File: config.mk
export PLATFORM = sky130hd
export DESIGN_NAME = imm_operand_encoder
export DESIGN_NICKNAME = d
export VERILOG_FILES = /design/src/rtl/arm_operand_pkg.sv /design/src/rtl/imm_operand_encoder_rotl_even.sv /design/src/rtl/imm_operand_encoder.sv
export SDC_FILE = /design/constraint.sdc
export NUM_CORES = 1
export LEC_CHECK = 0
export BUFFER_PORTS_ARGS = -buffer_cell sky130_fd_sc_hd__clkbuf_2
export CAP_MARGIN = 10
export CORE_MARGIN = 4
export CORE_UTILIZATION = 33
export DETAILED_ROUTE_END_ITERATION = 10
export REMOVE_ABC_BUFFERS = 1
export SKIP_CTS_REPAIR_TIMING = 1
export SYNTH_ARGS = -nofsm -noshare
export SYNTH_HDL_FRONTEND = slang
export SYNTH_HIERARCHICAL = 1
export SYNTH_SLANG_ARGS = --single-unit
File: constraint.sdc
create_clock -name clk -period 5.8 [get_ports clk]
set_clock_uncertainty 0.1 [all_clocks]
set_input_delay 0.29 -clock clk [delete_from_list [all_inputs] [get_ports clk]]
set_output_delay 0.29 -clock clk [all_outputs]
set_load 0.02 [all_outputs]
File: src/rtl/arm_operand_pkg.sv
// arm_operand_pkg: shared immediate-field layout, search depth and encoder state enum.
package arm_operand_pkg;

    localparam int ROT_STEPS = 16;
    localparam int ROT_MSB   = 11;
    localparam int ROT_LSB   = 8;
    localparam int IMM_MSB   = 7;
    localparam int IMM_LSB   = 0;

    typedef enum logic [1:0] {IDLE, SEARCH, DONE} state_t;

endpackage

File: src/rtl/imm_operand_encoder_rotl_even.sv
// rotl_even: combinational 32-bit rotate-left by twice the 4-bit rotation index.
module rotl_even (
    input  logic [31:0] data_i,
    input  logic [3:0]  rot_i,
    output logic [31:0] data_o
);

    logic [4:0] sh;

    assign sh     = {rot_i, 1'b0};
    assign data_o = (data_i << sh) | (data_i >> (6'd32 - {1'b0, sh}));

endmodule

File: src/rtl/imm_operand_encoder.sv
// imm_operand_encoder: tests one even rotation per clock for an 8-bit immediate encoding of a constant.
// Define IMM_ENC_MVN_EN to retry the search on ~value (MVN form) after a direct miss.
module imm_operand_encoder
    import arm_operand_pkg::*;
#(
    parameter int ROT_STEPS = arm_operand_pkg::ROT_STEPS
) (
    input  logic        clk,
    input  logic        rst_n,
    input  logic        start,
    input  logic [31:0] value,
    output logic        busy,
    output logic        done,
    output logic        found,
    output logic        inverted,
    output logic [11:0] shifter_operand
);

    state_t      state_q;
    logic [31:0] value_q;
    logic [3:0]  r_q;
    logic        busy_q;
    logic        done_q;
    logic        found_q;
    logic [11:0] operand_q;
    logic [31:0] cand;
    logic        match;
    logic        last;

`ifdef IMM_ENC_MVN_EN
    logic inv_phase_q;
    logic inverted_q;
    assign inverted = inverted_q;
`else
    assign inverted = 1'b0;
`endif

    rotl_even u_rot (
        .data_i (value_q),
        .rot_i  (r_q),
        .data_o (cand)
    );

    assign match           = cand[31:IMM_MSB+1] == '0;
    assign last            = r_q == 4'(ROT_STEPS - 1);
    assign busy            = busy_q;
    assign done            = done_q;
    assign found           = found_q;
    assign shifter_operand = operand_q;

    always_ff @(posedge clk or negedge rst_n) begin
        if (!rst_n) begin
            state_q   <= IDLE;
            value_q   <= '0;
            r_q       <= '0;
            busy_q    <= 1'b0;
            done_q    <= 1'b0;
            found_q   <= 1'b0;
            operand_q <= '0;
`ifdef IMM_ENC_MVN_EN
            inv_phase_q <= 1'b0;
            inverted_q  <= 1'b0;
`endif
        end else begin
            case (state_q)
                IDLE: if (start) begin
                    state_q <= SEARCH;
                    value_q <= value;
                    r_q     <= '0;
                    busy_q  <= 1'b1;
`ifdef IMM_ENC_MVN_EN
                    inv_phase_q <= 1'b0;
`endif
                end
                SEARCH: begin
                    if (match) begin
                        state_q                   <= DONE;
                        done_q                    <= 1'b1;
                        found_q                   <= 1'b1;
                        operand_q[ROT_MSB:ROT_LSB] <= r_q;
                        operand_q[IMM_MSB:IMM_LSB] <= cand[IMM_MSB:IMM_LSB];
`ifdef IMM_ENC_MVN_EN
                        inverted_q <= inv_phase_q;
`endif
                    end
`ifdef IMM_ENC_MVN_EN
                    else if (last && !inv_phase_q) begin
                        inv_phase_q <= 1'b1;
                        value_q     <= ~value_q;
                        r_q         <= '0;
                    end
`endif
                    else if (last) begin
                        state_q   <= DONE;
                        done_q    <= 1'b1;
                        found_q   <= 1'b0;
                        operand_q <= '0;
`ifdef IMM_ENC_MVN_EN
                        inverted_q <= 1'b0;
`endif
                    end else begin
                        r_q <= r_q + 4'd1;
                    end
                end
                DONE: begin
                    state_q <= IDLE;
                    done_q  <= 1'b0;
                    busy_q  <= 1'b0;
                end
                default: state_q <= IDLE;
            endcase
        end
    end

endmodule
# Yosys cells after proc, flatten, opt, wreduce, memory -nomap -nowiden
# Index checks and enable logic that the tools add are counted.
[classes] mux=17 n_reduce_logical=12 n_eq_ne=7 n_bitwise=1 shifts=2 add_sub_neg=2
[ops] cell="$or 32x32->32" n=1
[ops] cell="$shl 32x5->32" n=1
[ops] cell="$shr 32x6->32" n=1
[ops] cell="$logic_not 24->1" n=1
[ops] cell="$mux 12" n=2
[ops] cell="$mux 4" n=3
[ops] cell="$reduce_and 2->1" n=5
[ops] cell="$pmux 4 s2" n=1
[ops] cell="$reduce_bool 2->1" n=4
[ops] cell="$mux 2" n=3
[ops] cell="$ne 2x2->1 const B" n=3
[ops] cell="$sub 6x5->6 const A" n=1
[ops] cell="$mux 1" n=5
[ops] cell="$add 4x1->4 const B" n=1
[ops] cell="$eq 4x4->1 const B" n=1
[ops] cell="$pmux 1 s2" n=2
[ops] cell="$pmux 2 s2" n=1
[ops] cell="$reduce_and 4->1" n=1
[ops] cell="$ne 3x3->1 const B" n=1
[ops] cell="$eq 2x1->1 const B" n=1
[ops] cell="$eq 2x2->1 const B" n=1
[ops] cell="$logic_not 2->1" n=1
[totals] output_inout_bits=16 regBits=53 input_bits=35

# Longest topological paths before layout
[depth] word_depth=6 mapped_depth=16 ltp_nobuf=10

# Cells and area by module
# Netlist, hierarchy kept.
[modules_own_cells] mod="rotl_even" instances=1 seq_area_each_um2=0.0 cells_per_inst=297 area_each_um2=2989.1
[modules_own_cells] mod="imm_operand_encoder" instances=1 seq_area_each_um2=1326.3 cells_per_inst=176 area_each_um2=2313.5

# Worst setup path before layout
# OpenSTA, ideal clock, no wires.
[synth_timing] path_kind="reg2reg" startpoint="register r_q[0]" endpoint="register r_q[0]" stages_incl_launch_ff=15 period_less_slack_ns=3.842 setup_slack_ns=1.958 t_required_ns=5.575 t_arrival_ns=3.617 cell_sequence="dfrtp_1 buf_6 buf_2 inv_1 buf_2 ha_1 clkinv_1 buf_1 mux4_2 nand2_1 nand2_1 nor4_4 and4_4 a21oi_4 mux2_4"
[synth_between] elab_chain_len=6 elab_cells_between_ends=13 classes_between="add/sub (2); eq/ne (3); shift (2); mux (3); bitwise (1); reduce/logical (2)"
[synth_rtl] item="start, declared" line="imm_operand_encoder.sv:21" text="logic [3:0] r_q;"
[synth_rtl] item="start signal, assigned" line="imm_operand_encoder.sv:102" text="r_q <= r_q + 4'd1;"
[synth_rtl] item="$sub 6x5->6" line="imm_operand_encoder_rotl_even.sv:11" text="assign data_o = (data_i << sh) | (data_i >> (6'd32 - {1'b0, sh}));"
[synth_rtl] item="$shr 32x6->32" line="imm_operand_encoder_rotl_even.sv:11"
[synth_rtl] item="$or 32x32->32 *" line="imm_operand_encoder_rotl_even.sv:11"
[synth_rtl] item="named net cand[12]" line="imm_operand_encoder.sv:26" text="logic [31:0] cand;"
[synth_rtl] item="$logic_not 24->1 *" line="imm_operand_encoder.sv:44" text="assign match = cand[31:IMM_MSB+1] == '0;"
[synth_rtl] item="$ne 2x2->1 (no source line) *"
[synth_rtl] item="$reduce_and 4->1 (no source line) *"
# The timed path passes the listed nets; every way through them passes the cells marked *. The select of a mux whose other input is x is not followed.
# A chain may end at the register's enable or synchronous reset.

# Worst setup path after layout
[layout_timing] startpoint="register r_q[0]" endpoint="register operand_q[3] (netlist: shifter_operand[3])"
[layout_between] elab_chain_len=6 elab_cells_between_ends=9 classes_between="add/sub (1); eq/ne (1); shift (2); mux (1); bitwise (1); reduce/logical (3)"
[layout_rtl] item="$sub 6x5->6" line="imm_operand_encoder_rotl_even.sv:11"
[layout_rtl] item="$shr 32x6->32" line="imm_operand_encoder_rotl_even.sv:11"
[layout_rtl] item="$or 32x32->32 *" line="imm_operand_encoder_rotl_even.sv:11"
[layout_rtl] item="named net cand[16]" line="imm_operand_encoder.sv:26"
[layout_rtl] item="$logic_not 24->1 *" line="imm_operand_encoder.sv:44"
[layout_rtl] item="$reduce_bool 2->1 (no source line)"
[layout_rtl] item="$reduce_and 2->1 (no source line)"
[layout_rtl] item="end signal, assigned by index" line="imm_operand_encoder.sv:80" text="operand_q[ROT_MSB:ROT_LSB] <= r_q;"
[layout_rtl] item="end signal, assigned by index" line="imm_operand_encoder.sv:81" text="operand_q[IMM_MSB:IMM_LSB] <= cand[IMM_MSB:IMM_LSB];"
[layout_rtl] item="end, declared" line="imm_operand_encoder.sv:25" text="logic [11:0] operand_q;"
# The timed path passes the listed nets; every way through them passes the cells marked *.

==> summary.md <==
* 37.6% — share of cells above drive strength 1
* 0 — post-route DRC violation count
* 0 — Post-synth EDFFs
* 0.875 — placer congestion estimate
* 14500 µm — total wire length after detailed routing
* 0 ns — Total Neg Setup Slack
* 18200 µm² — area of the die
* 16.6% — total routing usage reported by global routing
* 100% — proportion of register bits with asynchronous set or reset after synthesis
* 5.86 ns — WP data required
* 4.47 ns — Data arrival, critical path
* 6 — Yosys warnings
* 0 — number of maximum-capacitance constraint violations
* 51 — io pins
* 4204 — vias post-DR
* 15 — worst-path fanout max
* 8.64% — Layout Area Growth over Synthesis
* sky130_fd_sc_hd__dfrtp_1, sky130_fd_sc_hd__mux4_2, sky130_fd_sc_hd__mux2_2 — dominant cells by area after synthesis
* 1.04 ns — slew at the pin closest to its max-slew limit
* 0 — count of nets left with antenna violations after detail routing
* no — unrepaired setup endpoints after global routing
* register to register — WS Path Type
* 25.0% — area share of the largest cell type after synthesis
* 5 — Inserted Clock Buffers
* 0 — ant diodes
* 227 MHz — Achievable Freq
* 76.0% — share of the cycle needed by the critical path after routing
* 0 — number of antenna violations at the first check in global routing
* 534 — number of nets in the layout
* sky130_fd_sc_hd__clkbuf_16 — Clk Tree Root Cell
* 33.5% — starting density of the core
* sky130_fd_sc_hd__dfrtp_1 — Post-synth top flop
* 473 — synthesized netlist cell count
* 5300 µm² — Post-Synthesis Cell Area
* 135 µm — DIE HEIGHT
* 5.90 — ratio of routed vias to standard cells
* sky130_fd_sc_hd__mux2_2 — dominant cell by count in the synthesized netlist
* shifter_operand[3]$_DFFE_PN0P_ — endpoint of the lowest-slack register-to-register path
* finished clean — run status
* 20.3 µm — routed wire length per instance
* 49 — number of port buffers
* 15800 µm² — CORE AREA
* 11.2 µm² — synthesized area per cell
* 53 — Synth Register Bits
* yes — CTS tree
* 4.41 ns — post-layout min period
* 25.0% — sequential fraction of the synthesis area
* register — startpoint type of the worst setup path
* 74 — pin count of the biggest net entering global routing
* 30.8% — worst slew margin relative to its limit
* 23700 µm — wire length of the first global-routing pass
* 46 — count of standard-cell rows
* 10600 µm — final HPWL from detailed placement
* sky130_fd_sc_hd__mux2_2, sky130_fd_sc_hd__dfrtp_1, sky130_fd_sc_hd__mux2i_1, sky130_fd_sc_hd__mux4_2, sky130_fd_sc_hd__nand2_1 — cell types with the highest counts after synthesis
* r_q[0]$_DFFE_PN0P_ — Worst Setup SP
* 1.39 ns — post-placement setup slack
* 4220 — vias in the first global route
* 5 — first-pass iteration count of the detailed router
* 2 — total number of H-tree levels
* 0 — setup violators final
* 0 — overflow left after global routing
* 0.30 ns — Clk Latency, worst-skew pair
* sky130_fd_sc_hd__dfrtp_1 — Yosys top cell by area
* 0.06 ns — Reg clk slew, reported paths
* 0 — count of pins over their slew limit
* register — endpoint kind of the worst setup timing path
* 1.39 ns — Register-to-Register Setup Slack
* input port to asynchronous set/reset pin — Hold Path Class
* 67 — number of distinct library cells after synthesis
* 12 — Register-to-Register Path Depth
* 1.39 ns — setup slack after layout
* 0 — final hold violations
* 325 — initial detailed-routing violation count
* r_q[0]$_DFFE_PN0P_ — r2r startpoint
* 53 — Clock Sinks
* 135 µm — die boundary width
* 2 — Bufs on Longest Clock Path
[cell type report]
type / count / area (µm²)
Inverter: 9 / 33.8
Tap cell: 216 / 270
Fill cell: 1587 / 10100
Timing Repair Buffer: 57 / 305
Multi-Input combinational cell: 371 / 3680
Clock buffer: 7 / 143
Sequential cell: 53 / 1330
[cells in the final DEF, fill, tap and decap left out, types with 6 or more instances in the layout]
| cell type | synthesis | routed |
|---|---|---|
| sky130_fd_sc_hd__mux2_2 | 56 | 56 |
| sky130_fd_sc_hd__dfrtp_1 | 53 | 50 |
| sky130_fd_sc_hd__clkbuf_2 | 0 | 49 |
| sky130_fd_sc_hd__mux2i_1 | 42 | 42 |
| sky130_fd_sc_hd__mux4_2 | 42 | 42 |
| sky130_fd_sc_hd__nand2_1 | 36 | 36 |
| sky130_fd_sc_hd__o21ai_0 | 26 | 26 |
| sky130_fd_sc_hd__nand3_1 | 21 | 21 |
| sky130_fd_sc_hd__nor2_1 | 17 | 17 |
| sky130_fd_sc_hd__o211ai_1 | 13 | 13 |
| sky130_fd_sc_hd__mux2_1 | 9 | 9 |
| sky130_fd_sc_hd__buf_4 | 10 | 8 |
| sky130_fd_sc_hd__a22oi_1 | 8 | 8 |
| sky130_fd_sc_hd__inv_1 | 7 | 7 |
| sky130_fd_sc_hd__nand2b_1 | 7 | 7 |
| sky130_fd_sc_hd__nor2b_1 | 7 | 7 |
| sky130_fd_sc_hd__a21oi_1 | 6 | 6 |
[how the worst max path moves through the flow]
stage / to / slack (ns)
finish: shifter_operand[3]$_DFFE_PN0P_ / 1.39
global route: shifter_operand[11]$_DFFE_PN0P_ / 0.97
CTS: shifter_operand[6]$_DFFE_PN0P_ / 1.36
detailed placement: shifter_operand[3]$_DFFE_PN0P_ / 1.39
global placement: r_q[0]$_DFFE_PN0P_ / 1.55
floorplan: r_q[0]$_DFFE_PN0P_ / -0.84
[logic make-up (layout without fill, tap and decap cells)]
family                     Yosys count  in the layout  synth area share [%]
AOI/OAI and AO/OA                   95             95                  13.0
xor gates and xnor gates             2              2                 0.684
adders and majority gates            2              2                 0.472
buffers and inverters               49             73                  5.66
DFF                                 53             53                  25.0
muxes                              158            158                  43.0
other                                1              1                0.0707
and+or+nand+nor                    113            113                  12.2
[through the flow]
stage | area (µm²) | util [%] | hold WS (ns) | cells
floorplan | 5040 | - | -0.106 | 433
global placement | 5620 | 35.5 | 0.360 | 706
detailed placement | 5620 | 35.5 | 0.380 | 706
CTS | 5760 | 36.4 | 0.0509 | 713
global route | 5760 | 36.4 | 0.0854 | 713
finish | 5760 | 36.4 | 0.0242 | 713
[worst max-delay path, stage by stage (launching register included)]
cell and delay, ns:
sky130_fd_sc_hd__dfrtp_4 0.40, sky130_fd_sc_hd__inv_1 0.04, sky130_fd_sc_hd__buf_4 0.19, sky130_fd_sc_hd__ha_1 0.65, sky130_fd_sc_hd__clkinv_1 0.55, sky130_fd_sc_hd__buf_4 0.38
sky130_fd_sc_hd__mux4_2 0.48, sky130_fd_sc_hd__a211oi_1 0.25, sky130_fd_sc_hd__a21oi_1 0.11, sky130_fd_sc_hd__nor4_4 0.33, sky130_fd_sc_hd__nand4_2 0.19, sky130_fd_sc_hd__nor2_2 0.42
sky130_fd_sc_hd__o21ai_0 0.17
[layer usage]
layer / global-route usage, % / vias to the layer above / routed length [µm]
met4: 5.15 / 0 / 356
met2: 25.7 / 157 / 6750
met3: 3.54 / 26 / 864
met5: 0 / - / 0
li1: - / 1903 / -
met1: 23.2 / 2118 / 6520
[sequential cells by signal, summed over array words and instances, names as in the netlist]
signal           count
busy                 1
done                 1
found                1
r_q                  4
shifter_operand     12
state_q              2
value_q             32
Power is not shown: default switching activity piles up to over one toggle a cycle in this logic, so the estimate is an artifact.
